<file path="src/rtl/uart_tx_fifo.sv">
// FIFO-buffered UART transmitter, start/data/[parity]/stop; UART_TX_PARITY_EN adds an even-parity bit.
// Latency: a pushed byte starts on the first baud_tick at least one clk after the push.
// Backpressure: none; a push while full and not popping is dropped and sets sticky overflow.

module fifo #(
   parameter int DATA_W = 8,
   parameter int DEPTH  = 16,
   parameter int ADDR_W = 4
) (
   input  logic              clk,
   input  logic              reset,
   input  logic              push,
   input  logic              pop,
   input  logic [DATA_W-1:0] wr_data,
   output logic [DATA_W-1:0] rd_data,
   output logic [ADDR_W:0]   count,
   output logic              full
);
   logic [DATA_W-1:0] mem [DEPTH];
   logic [ADDR_W-1:0] wr_ptr;
   logic [ADDR_W-1:0] rd_ptr;

   always_ff @(posedge clk) begin
      if (push) mem[wr_ptr] <= wr_data;
   end

   // Caller only pushes when there is room (or a pop frees it) and only pops when non-empty.
   always_ff @(posedge clk) begin
      if (reset) begin
         wr_ptr <= '0;
         rd_ptr <= '0;
         count  <= '0;
      end else begin
         if (push) wr_ptr <= wr_ptr + ADDR_W'(1);
         if (pop)  rd_ptr <= rd_ptr + ADDR_W'(1);
         if (push && !pop)      count <= count + (ADDR_W+1)'(1);
         else if (pop && !push) count <= count - (ADDR_W+1)'(1);
      end
   end

   assign rd_data = mem[rd_ptr];
   assign full    = (count == (ADDR_W+1)'(DEPTH));
endmodule

module uart_tx_fifo #(
   parameter int DATA_W     = 8,
   parameter int FIFO_DEPTH = 16,
   parameter int ADDR_W     = 4
) (
   input  logic              clk,
   input  logic              reset,
   input  logic              baud_tick,
   input  logic              wr_en,
   input  logic [DATA_W-1:0] wr_data,
   output logic              full,
   output logic [ADDR_W:0]   count,
   output logic              overflow,
   output logic              tx_out,
   output logic              busy,
   output logic              frame_done
);
   localparam int CNT_W = (DATA_W > 1) ? $clog2(DATA_W) : 1;

`ifdef UART_TX_PARITY_EN
   typedef enum logic [2:0] {IDLE, START, DATA, PARITY, STOP} state_t;
   logic par_q;
`else
   typedef enum logic [1:0] {IDLE, START, DATA, STOP} state_t;
`endif

   state_t            state;
   logic [DATA_W-1:0] shift;
   logic [CNT_W-1:0]  bit_cnt;
   logic [DATA_W-1:0] head;
   logic              pop;
   logic              push;

   assign pop  = baud_tick && (count != '0) && (state == IDLE || state == STOP);
   assign push = wr_en && (!full || pop);

   fifo #(.DATA_W(DATA_W), .DEPTH(FIFO_DEPTH), .ADDR_W(ADDR_W)) u_fifo (
      .clk     (clk),
      .reset   (reset),
      .push    (push),
      .pop     (pop),
      .wr_data (wr_data),
      .rd_data (head),
      .count   (count),
      .full    (full)
   );

   always_ff @(posedge clk) begin
      if (reset) begin
         state      <= IDLE;
         shift      <= '0;
         bit_cnt    <= '0;
         tx_out     <= 1'b1;
         busy       <= 1'b0;
         frame_done <= 1'b0;
         overflow   <= 1'b0;
`ifdef UART_TX_PARITY_EN
         par_q      <= 1'b0;
`endif
      end else begin
         frame_done <= baud_tick && (state == STOP);
         if (wr_en && full && !pop) overflow <= 1'b1;
         // A pop from IDLE or STOP always launches the next start bit, so STOP chains frames gap-free.
         if (pop) begin
            shift  <= head;
            tx_out <= 1'b0;
            state  <= START;
            busy   <= 1'b1;
`ifdef UART_TX_PARITY_EN
            par_q  <= ^head;
`endif
         end else if (baud_tick) begin
            case (state)
               IDLE: ;
               START: begin
                  tx_out  <= shift[0];
                  shift   <= shift >> 1;
                  bit_cnt <= '0;
                  state   <= DATA;
               end
               DATA: begin
                  if (bit_cnt < CNT_W'(DATA_W-1)) begin
                     tx_out  <= shift[0];
                     shift   <= shift >> 1;
                     bit_cnt <= bit_cnt + CNT_W'(1);
                  end else begin
`ifdef UART_TX_PARITY_EN
                     tx_out <= par_q;
                     state  <= PARITY;
`else
                     tx_out <= 1'b1;
                     state  <= STOP;
`endif
                  end
               end
`ifdef UART_TX_PARITY_EN
               PARITY: begin
                  tx_out <= 1'b1;
                  state  <= STOP;
               end
`endif
               STOP: begin
                  state <= IDLE;
                  busy  <= 1'b0;
               end
               default: begin
                  state  <= IDLE;
                  tx_out <= 1'b1;
                  busy   <= 1'b0;
               end
            endcase
         end
      end
   end
endmodule

</file>
<file path="config.mk">
export PLATFORM = sky130hd
export DESIGN_NAME = uart_tx_fifo
export DESIGN_NICKNAME = d
export VERILOG_FILES = /design/src/rtl/uart_tx_fifo.sv
export SDC_FILE = /design/constraint.sdc
export NUM_CORES = 1
export LEC_CHECK = 0
export CAP_MARGIN = 20
export CORE_ASPECT_RATIO = 0.5
export CORE_MARGIN = 1
export CORE_UTILIZATION = 60
export CTS_BUF_LIST = sky130_fd_sc_hd__clkbuf_4 sky130_fd_sc_hd__clkbuf_8
export DETAILED_ROUTE_END_ITERATION = 8
export GPL_TIMING_DRIVEN = 0
export PLACE_DENSITY = 0.84
export SETUP_SLACK_MARGIN = 0.1
export SYNTH_ARGS = -nofsm -noshare
export SYNTH_HDL_FRONTEND = slang
export SYNTH_SLANG_ARGS = --single-unit
</file>
<file path="constraint.sdc">
create_clock -name clk -period 9.8 [get_ports clk]
set_clock_uncertainty 0.15 [all_clocks]
set_input_delay 1.96 -clock clk [delete_from_list [all_inputs] [get_ports clk]]
set_output_delay 1.96 -clock clk [all_outputs]
set_load 0.05 [all_outputs]
</file>
After elaboration in Yosys (flattened, before gate mapping)

Memory sizes are Yosys's and may differ from the RTL's. A register that Yosys moved wholly into a read port is not among the register bits.
Cells that the tools add are included.

Bitwise operators: 1
Reductions and logical operators: 29
$lt $le $gt $ge: 1
Muxes and demuxes: 23
$add $sub $neg: 5
Equality and inequality tests: 8

Operators by type and width:

| cell                                                                | count |
|---|---|
| 8-bit 2-to-1 mux                                                    | 3 |
| 8-bit one-hot mux with 2 select lines                               | 1 |
| 1-bit 2-to-1 mux                                                    | 10 |
| 5-bit 2-to-1 mux                                                    | 2 |
| 3-bit AND reduction                                                 | 3 |
| 4-bit by 1-bit adder with 4-bit output (second input constant)      | 2 |
| 1-bit logical AND                                                   | 8 |
| 4-bit 2-to-1 mux                                                    | 2 |
| 2-bit nonzero test                                                  | 4 |
| 3-bit != test (second input constant)                               | 2 |
| 2-bit one-hot mux with 3 select lines                               | 1 |
| 3-bit one-hot mux with 2 select lines                               | 1 |
| 3-bit nonzero test                                                  | 2 |
| 5-bit by 1-bit adder with 5-bit output (second input constant)      | 1 |
| 5-bit == test (second input constant)                               | 1 |
| 5-bit nonzero test                                                  | 1 |
| 5-bit by 1-bit subtractor with 5-bit output (second input constant) | 1 |
| 2-bit == test (second input constant)                               | 2 |
| 2-bit != test (second input constant)                               | 2 |
| 2-bit AND reduction                                                 | 2 |
| 4-bit AND reduction                                                 | 1 |
| 4-bit nonzero test                                                  | 1 |
| 3-bit by 1-bit adder with 3-bit output (second input constant)      | 1 |
| 1-bit logical NOT                                                   | 3 |
| 9 further kinds                                                     | 10 |

Memories kept: 1
Bits in registers: 30
Bits in writable memories: 128

Memory list:

| name       | depth | width | rd ports | clocked after memory_dff | wr ports | RTL line | text |
|---|---|---|---|---|---|---|---|
| u_fifo.mem | 16    | 8     | 1        | 1                        | 1        | 19       | `logic [DATA_W-1:0] mem [DEPTH];` |

Longest topological paths before layout

Depth after elaboration: 9
Depth in mapped cells: 14
Mapped depth without buffers: 13

Modules after synthesis

Synthesis repeated with hierarchy kept, for this count alone.

Cell total of the unflattened synthesis: 395
Area total of the unflattened synthesis: 6660.1 µm²

By module, submodules not included:

| module       | instances | area each (µm²) | cells an instance |
|---|---|---|---|
| fifo         | 1         | 5788.1          | 300 |
| uart_tx_fifo | 1         | 872.1           | 95 |

Worst setup path after synthesis

No wires, ideal clock.

Kind: input -> register
Start: input baud_tick
End: register u_fifo.count[4]
Required time: 9.579 ns
Data arrival time: 3.966 ns
Stages on the path: 12
Slack: 5.613 ns
Path buffers: 1
Library setup time: 0.071 ns
Cells stage by stage: nand2b_1 -> a21oi_2 -> inv_1 -> buf_2 -> ha_1 -> inv_1 -> ha_1 -> a21o_1 -> a21oi_1 -> xnor2_1 -> or3_1 -> a21oi_1

Longest elaborated chain between the ends: 7
Elaborated cells on any way between the ends: 10

RTL lines:

| what                                | RTL line | text |
|---|---|---|
| from (decl)                         | 52       | `input logic baud_tick,` |
| 1-bit logical AND * (2 in series)   | 78       | `assign pop = baud_tick && (count != '0) && (state == IDLE \|\| state == STOP);` |
| 1-bit logical OR                    | 79       | `assign push = wr_en && (!full \|\| pop);` |
| 1-bit logical AND                   | 79       |  |
| 1-bit logical NOT                   | 37       | `else if (pop && !push) count <= count - (ADDR_W+1)'(1);` |
| 1-bit logical AND                   | 37       |  |
| 2-bit nonzero test (no source line) | n/a      |  |
| to (signal assigned)                | 36       | `if (push && !pop) count <= count + (ADDR_W+1)'(1);` |
| to (signal assigned)                | 37       |  |
| to (decl)                           | 16       | `output logic [ADDR_W:0] count,` |

Mark *: on every way between the ends. The rest lies on a longest branch, timed or not.
A chain may end at the register's enable or synchronous reset.

Worst setup path after layout

Same ends and word-level chain as after synthesis.

==> results <==
- The run finished with clean final reports.
- In this design, the stage delay of the slowest critical-path cell is about 0.53 ns.
- The most used flip-flop cell after synthesis is sky130_fd_sc_hd__edfxtp_1.
- The cell with the largest stage delay on the worst path is sky130_fd_sc_hd__clkdlybuf4s50_1.
- During synthesis, Yosys emitted a total of 0 warnings.
- The number of failing hold endpoints at the final stage is 0.
- STA classifies the critical path startpoint as an input port.
- The root cell of the clock tree is sky130_fd_sc_hd__clkbuf_8.
- In this run the horizontal extent of the chip is between 100 and 150 um.
- Global routing used around a quarter of the available tracks across all layers.
- The number of placement rows is 26.
- After clock tree synthesis, the clock-pin slew on the worst setup and hold paths is 0.09 ns.
- Of the total synthesized cell area, the portion taken by XOR and XNOR cells is between 1 and 1.5%.
- After clock tree synthesis, the repair step resized 0 gates.
- At the worst endpoint, the required time is 10.03 ns.
- The region available for standard cell placement spans 10,400 um^2.
- The classification of the worst setup path is in -> reg.
- The number of setup buffers added after CTS is 0.
- Of all nets on the critical path, the largest fanout is 10.
- The share of the cycle needed by the critical path after routing is 47.8%.
- The endpoint type of the worst setup path is a flop.
- The simple logic cell fraction of the synthesized area is 5.64%.
- The number of pins with negative max-slew slack in the final report is 0.
- The maximum number of pins on one net before global-route repair is 17.
- The path class of the lowest-slack min-delay path is reg -> reg.
- The count of buffers added on input and output ports is 20.
- The adder and majority gate portion of the synthesized area is under 10%.
- Setup violations remaining at the end of the flow were counted as 0.
- Counting the fill cells in the layout gives 633.
- IR analysis of the VDD net gives a maximum drop of ~0.00011 V.
- The overall die area is 11,400 um^2.
- The count of mapped cells out of synthesis is 400.
- For this configuration, the core starts out at a cell density of 63.0%.
- The critical path goes through clkdlybuf4s50_1 > nand2b_1 > a21oi_2 > inv_1 > buf_2 > ha_1 > inv_1 > ha_1 > a21o_1 > a21oi_1 > xnor2_1 > or3_1 > a21oi_1.
- The clock drives ~160 sinks.
- Max-cap violations in this run came to 0.
- The number of enable flip-flop cells after synthesis is 128.
- The total standard cell area after synthesis is 6560 um^2.
- The global-route congestion overflow total is 0.
- The number of antenna violations at the first check in global routing is 0.
- The layout net count is 471.
- The congestion estimate from routability-driven global placement came to 0.772.
- Of the synthesized area, sequential elements account for 69.0%.
- The first-iteration detailed-routing DRC count is 341.
- The number of hold buffers added after CTS was 0.
- The proportion of layout cells with a drive suffix above 1 is about 18%.
- The mean routed wirelength per cell is 21.5 um.
- The sum of buffers and inverters on the critical path is 4.
- The count of antenna-violating nets left after detailed routing is 0.
- Relative to the synthesized area, the layout overhead comes to 12.3%.
- Summing the areas of all compound-gate instances in the mapped netlist gives 5.66% of the synthesized area.
- The highest clock frequency the design can meet is 214 MHz.
- The endpoint arrival time on the critical path is between 4 and 5 ns.
- TritonCTS built the clock tree.
- The routed via count divided by cell count is 6.17.
- Measured along the y axis, the die boundary spans roughly 76 um.
- The worst relative slew slack is a little under a third.
- The insertion delay of the later-clocked pin in the worst-skew pair is 0.45 ns.
- Synthesis instantiated 39 different standard cells from the library.
- The analysis attributes to cell leakage a power of around 0.0024 uW.
- For this block, the routed nets add up to 12,800 um of wire.
- The clock tree synthesis step divided the H-tree into 4 levels.
- The global-route wire length before repair is 19,800 um.
- The dominant combinational cell family by area after synthesis is multiplexers.
- The number of global-route vias before repair was 3,627.
- The routed via count is 3,677.
- The longest clock path from root to sink contains 2 buffers.
- Once detailed placement completed, the half-perimeter wirelength came to around 8600 um.
- The multiplexer area fraction after synthesis is 12.9%.
- The number of synthesized register bits is 162.
- For this run, design rule violations remaining after detail routing come to 0.
- Grouping stages by cell kind, the critical path spends the most delay in buffers and inverters.
- The async set or reset register ratio after synthesis is 0%.
- Dividing total power by cell area gives a power density of 246 nW/um^2.
- The antenna cell count is 0.
- The detailed-router iteration count before antenna repair is 6.
- Setup repair after global routing left no endpoint under its margin.
- The per-instance average area after synthesis is approximately 16 um^2.
- Clock tree synthesis inserted a total of 17 buffers.
- The synthesized net count is 428.
- 22 I/O pins were placed.
- At the pin with the least slew margin, the transition time is 1.02 ns.
- Across all hold checks on the routed design, the worst slack comes to 0.318 ns.
- The summed negative setup slack over all endpoints is 0 ns.
- The minimum clock period is 4.68 ns.
==> where the power goes <==
part	internal [uW]	total [uW]	switching [uW]	leakage, uW
Sequential	794	835	40.3	0.00143
Combinational	205	478	273	0.000803
Clock	235	499	264	0.000202
Total	1230	1810	578	0.00244
==> cell usage in the layout, fill, tap and decap left out, types with 2 or more instances in the layout <==
| master | Yosys | final |
|---|---|---|
| sky130_fd_sc_hd__clkbuf_8 | 0 | 17 |
| sky130_fd_sc_hd__xnor2_1 | 6 | 6 |
| sky130_fd_sc_hd__bufinv_16 | 0 | 2 |
| sky130_fd_sc_hd__xor2_1 | 5 | 5 |
| sky130_fd_sc_hd__clkdlybuf4s50_1 | 0 | 20 |
| sky130_fd_sc_hd__o22ai_1 | 6 | 6 |
| sky130_fd_sc_hd__edfxtp_1 | 128 | 128 |
| sky130_fd_sc_hd__nand2_1 | 28 | 28 |
| sky130_fd_sc_hd__mux4_1 | 2 | 2 |
| sky130_fd_sc_hd__a211oi_1 | 8 | 8 |
| sky130_fd_sc_hd__a21oi_1 | 17 | 17 |
| sky130_fd_sc_hd__buf_6 | 3 | 3 |
| sky130_fd_sc_hd__nand3_1 | 4 | 4 |
| sky130_fd_sc_hd__dfxtp_1 | 34 | 34 |
| sky130_fd_sc_hd__inv_1 | 10 | 10 |
| sky130_fd_sc_hd__clkinv_2 | 0 | 2 |
| sky130_fd_sc_hd__clkbuf_1 | 6 | 6 |
| sky130_fd_sc_hd__ha_1 | 15 | 15 |
| sky130_fd_sc_hd__inv_8 | 0 | 3 |
| sky130_fd_sc_hd__nor2b_1 | 2 | 2 |
| sky130_fd_sc_hd__nand4_1 | 2 | 2 |
| sky130_fd_sc_hd__a21o_1 | 2 | 2 |
| sky130_fd_sc_hd__a31oi_1 | 3 | 3 |
| sky130_fd_sc_hd__a2111oi_2 | 6 | 6 |
| sky130_fd_sc_hd__mux4_2 | 25 | 25 |
| sky130_fd_sc_hd__or3_1 | 2 | 2 |
| sky130_fd_sc_hd__buf_2 | 5 | 8 |
| sky130_fd_sc_hd__o21ai_0 | 2 | 2 |
| sky130_fd_sc_hd__buf_4 | 3 | 4 |
| sky130_fd_sc_hd__nor2_1 | 34 | 34 |
| sky130_fd_sc_hd__inv_6 | 0 | 3 |
| sky130_fd_sc_hd__nand2b_1 | 4 | 4 |
| sky130_fd_sc_hd__clkinvlp_4 | 0 | 3 |
| sky130_fd_sc_hd__nor3_1 | 4 | 4 |
| sky130_fd_sc_hd__mux2i_1 | 23 | 23 |
==> worst paths after layout <==
check        depth (start not counted)  slack (ns)       from               to
max                                 13        5.12  baud_tick  u_fifo.count[4]
min                                  2        0.32       busy             busy
max reg2reg                         14        6.25   state[1]  u_fifo.count[4]
min reg2reg                          2        0.32       busy             busy
==> cell families after synthesis <==
kind of cell	Yosys count
compound gates	50
xor+xnor	11
fa+ha+maj	16
buf+inv	28
flops	162
mux	50
simple gates	83
==> state kept, by name (all words and copies together) (netlist names), named ones only <==
signal / cells
bit_cnt: 3
busy: 1
frame_done: 1
overflow: 1
shift: 8
state: 2
tx_out: 1
u_fifo.count: 5
u_fifo.mem: 128
u_fifo.rd_ptr: 4
u_fifo.wr_ptr: 4
==> through the flow <==
stage / setup WS (ns) / area [um^2] / std cells / total power (uW) / utilization [%]
finish: 5.12 / 7370 / 596 / 1810 / 70.8
global route: 4.94 / 7370 / 596 / 1900 / 70.8
CTS: 5.15 / 7370 / 596 / 1810 / 70.8
detailed placement: 4.72 / 6960 / 564 / 1320 / 66.9
global placement: 4.74 / 6940 / 560 / 1310 / 66.6
floorplan: 5.61 / 6560 / 400 / 1200 / -
==> routing by layer <==
metal / vias up / wire (um) / global-route usage, %
met5: - / 0 / 0
met4: 0 / 283 / 8.99
met3: 30 / 1200 / 8.07
met2: 191 / 5930 / 36.4
met1: 1824 / 5420 / 34.4
li1: 1632 / - / -
==> worst min-delay path: cells and delay by family (launching register included) <==
family           cells  cell delay (ns)
AO/OA/AOI/OAI        1             0.05
flip-flops           1             0.32
AND/OR/NAND/NOR      1             0.05
==> synth_stat cells (2+ instances only) <==
| cell type | instances | area, um^2 |
|---|---|---|
| sky130_fd_sc_hd__edfxtp_1 | 128 | 3840 |
| sky130_fd_sc_hd__dfxtp_1 | 34 | 681 |
| sky130_fd_sc_hd__nor2_1 | 34 | 128 |
| sky130_fd_sc_hd__nand2_1 | 28 | 105 |
| sky130_fd_sc_hd__mux4_2 | 25 | 563 |
| sky130_fd_sc_hd__mux2i_1 | 23 | 230 |
| sky130_fd_sc_hd__a21oi_1 | 17 | 85.1 |
| sky130_fd_sc_hd__ha_1 | 15 | 188 |
| sky130_fd_sc_hd__inv_1 | 10 | 37.5 |
| sky130_fd_sc_hd__a211oi_1 | 8 | 60.1 |
| sky130_fd_sc_hd__a2111oi_2 | 6 | 90.1 |
| sky130_fd_sc_hd__clkbuf_1 | 6 | 22.5 |
| sky130_fd_sc_hd__o22ai_1 | 6 | 37.5 |
| sky130_fd_sc_hd__xnor2_1 | 6 | 52.6 |
| sky130_fd_sc_hd__buf_2 | 5 | 25.0 |
| sky130_fd_sc_hd__xor2_1 | 5 | 43.8 |
| sky130_fd_sc_hd__nand2b_1 | 4 | 25.0 |
| sky130_fd_sc_hd__nand3_1 | 4 | 20.0 |
| sky130_fd_sc_hd__nor3_1 | 4 | 20.0 |
| sky130_fd_sc_hd__a31oi_1 | 3 | 18.8 |
| sky130_fd_sc_hd__buf_4 | 3 | 22.5 |
| sky130_fd_sc_hd__buf_6 | 3 | 33.8 |
| sky130_fd_sc_hd__a21o_1 | 2 | 15.0 |
| sky130_fd_sc_hd__mux4_1 | 2 | 52.6 |
| sky130_fd_sc_hd__nand4_1 | 2 | 12.5 |
| sky130_fd_sc_hd__nor2b_1 | 2 | 12.5 |
| sky130_fd_sc_hd__o21ai_0 | 2 | 10.0 |
| sky130_fd_sc_hd__or3_1 | 2 | 12.5 |
==> cell type report <==
type | count | area [um^2] | share of cell area (%)
Buffer | 18 | 108 | 1.46
Clock buffer | 17 | 234 | 3.17
Clock inverter | 15 | 178 | 2.41
Inverter | 10 | 37.5 | 0.509
Multi-Input combinational cell | 210 | 1890 | 25.7
Sequential cell | 162 | 4520 | 61.4
Tap cell | 140 | 175 | 2.38
Timing Repair Buffer | 24 | 223 | 3.02
(Power assumes the default switching activity.)
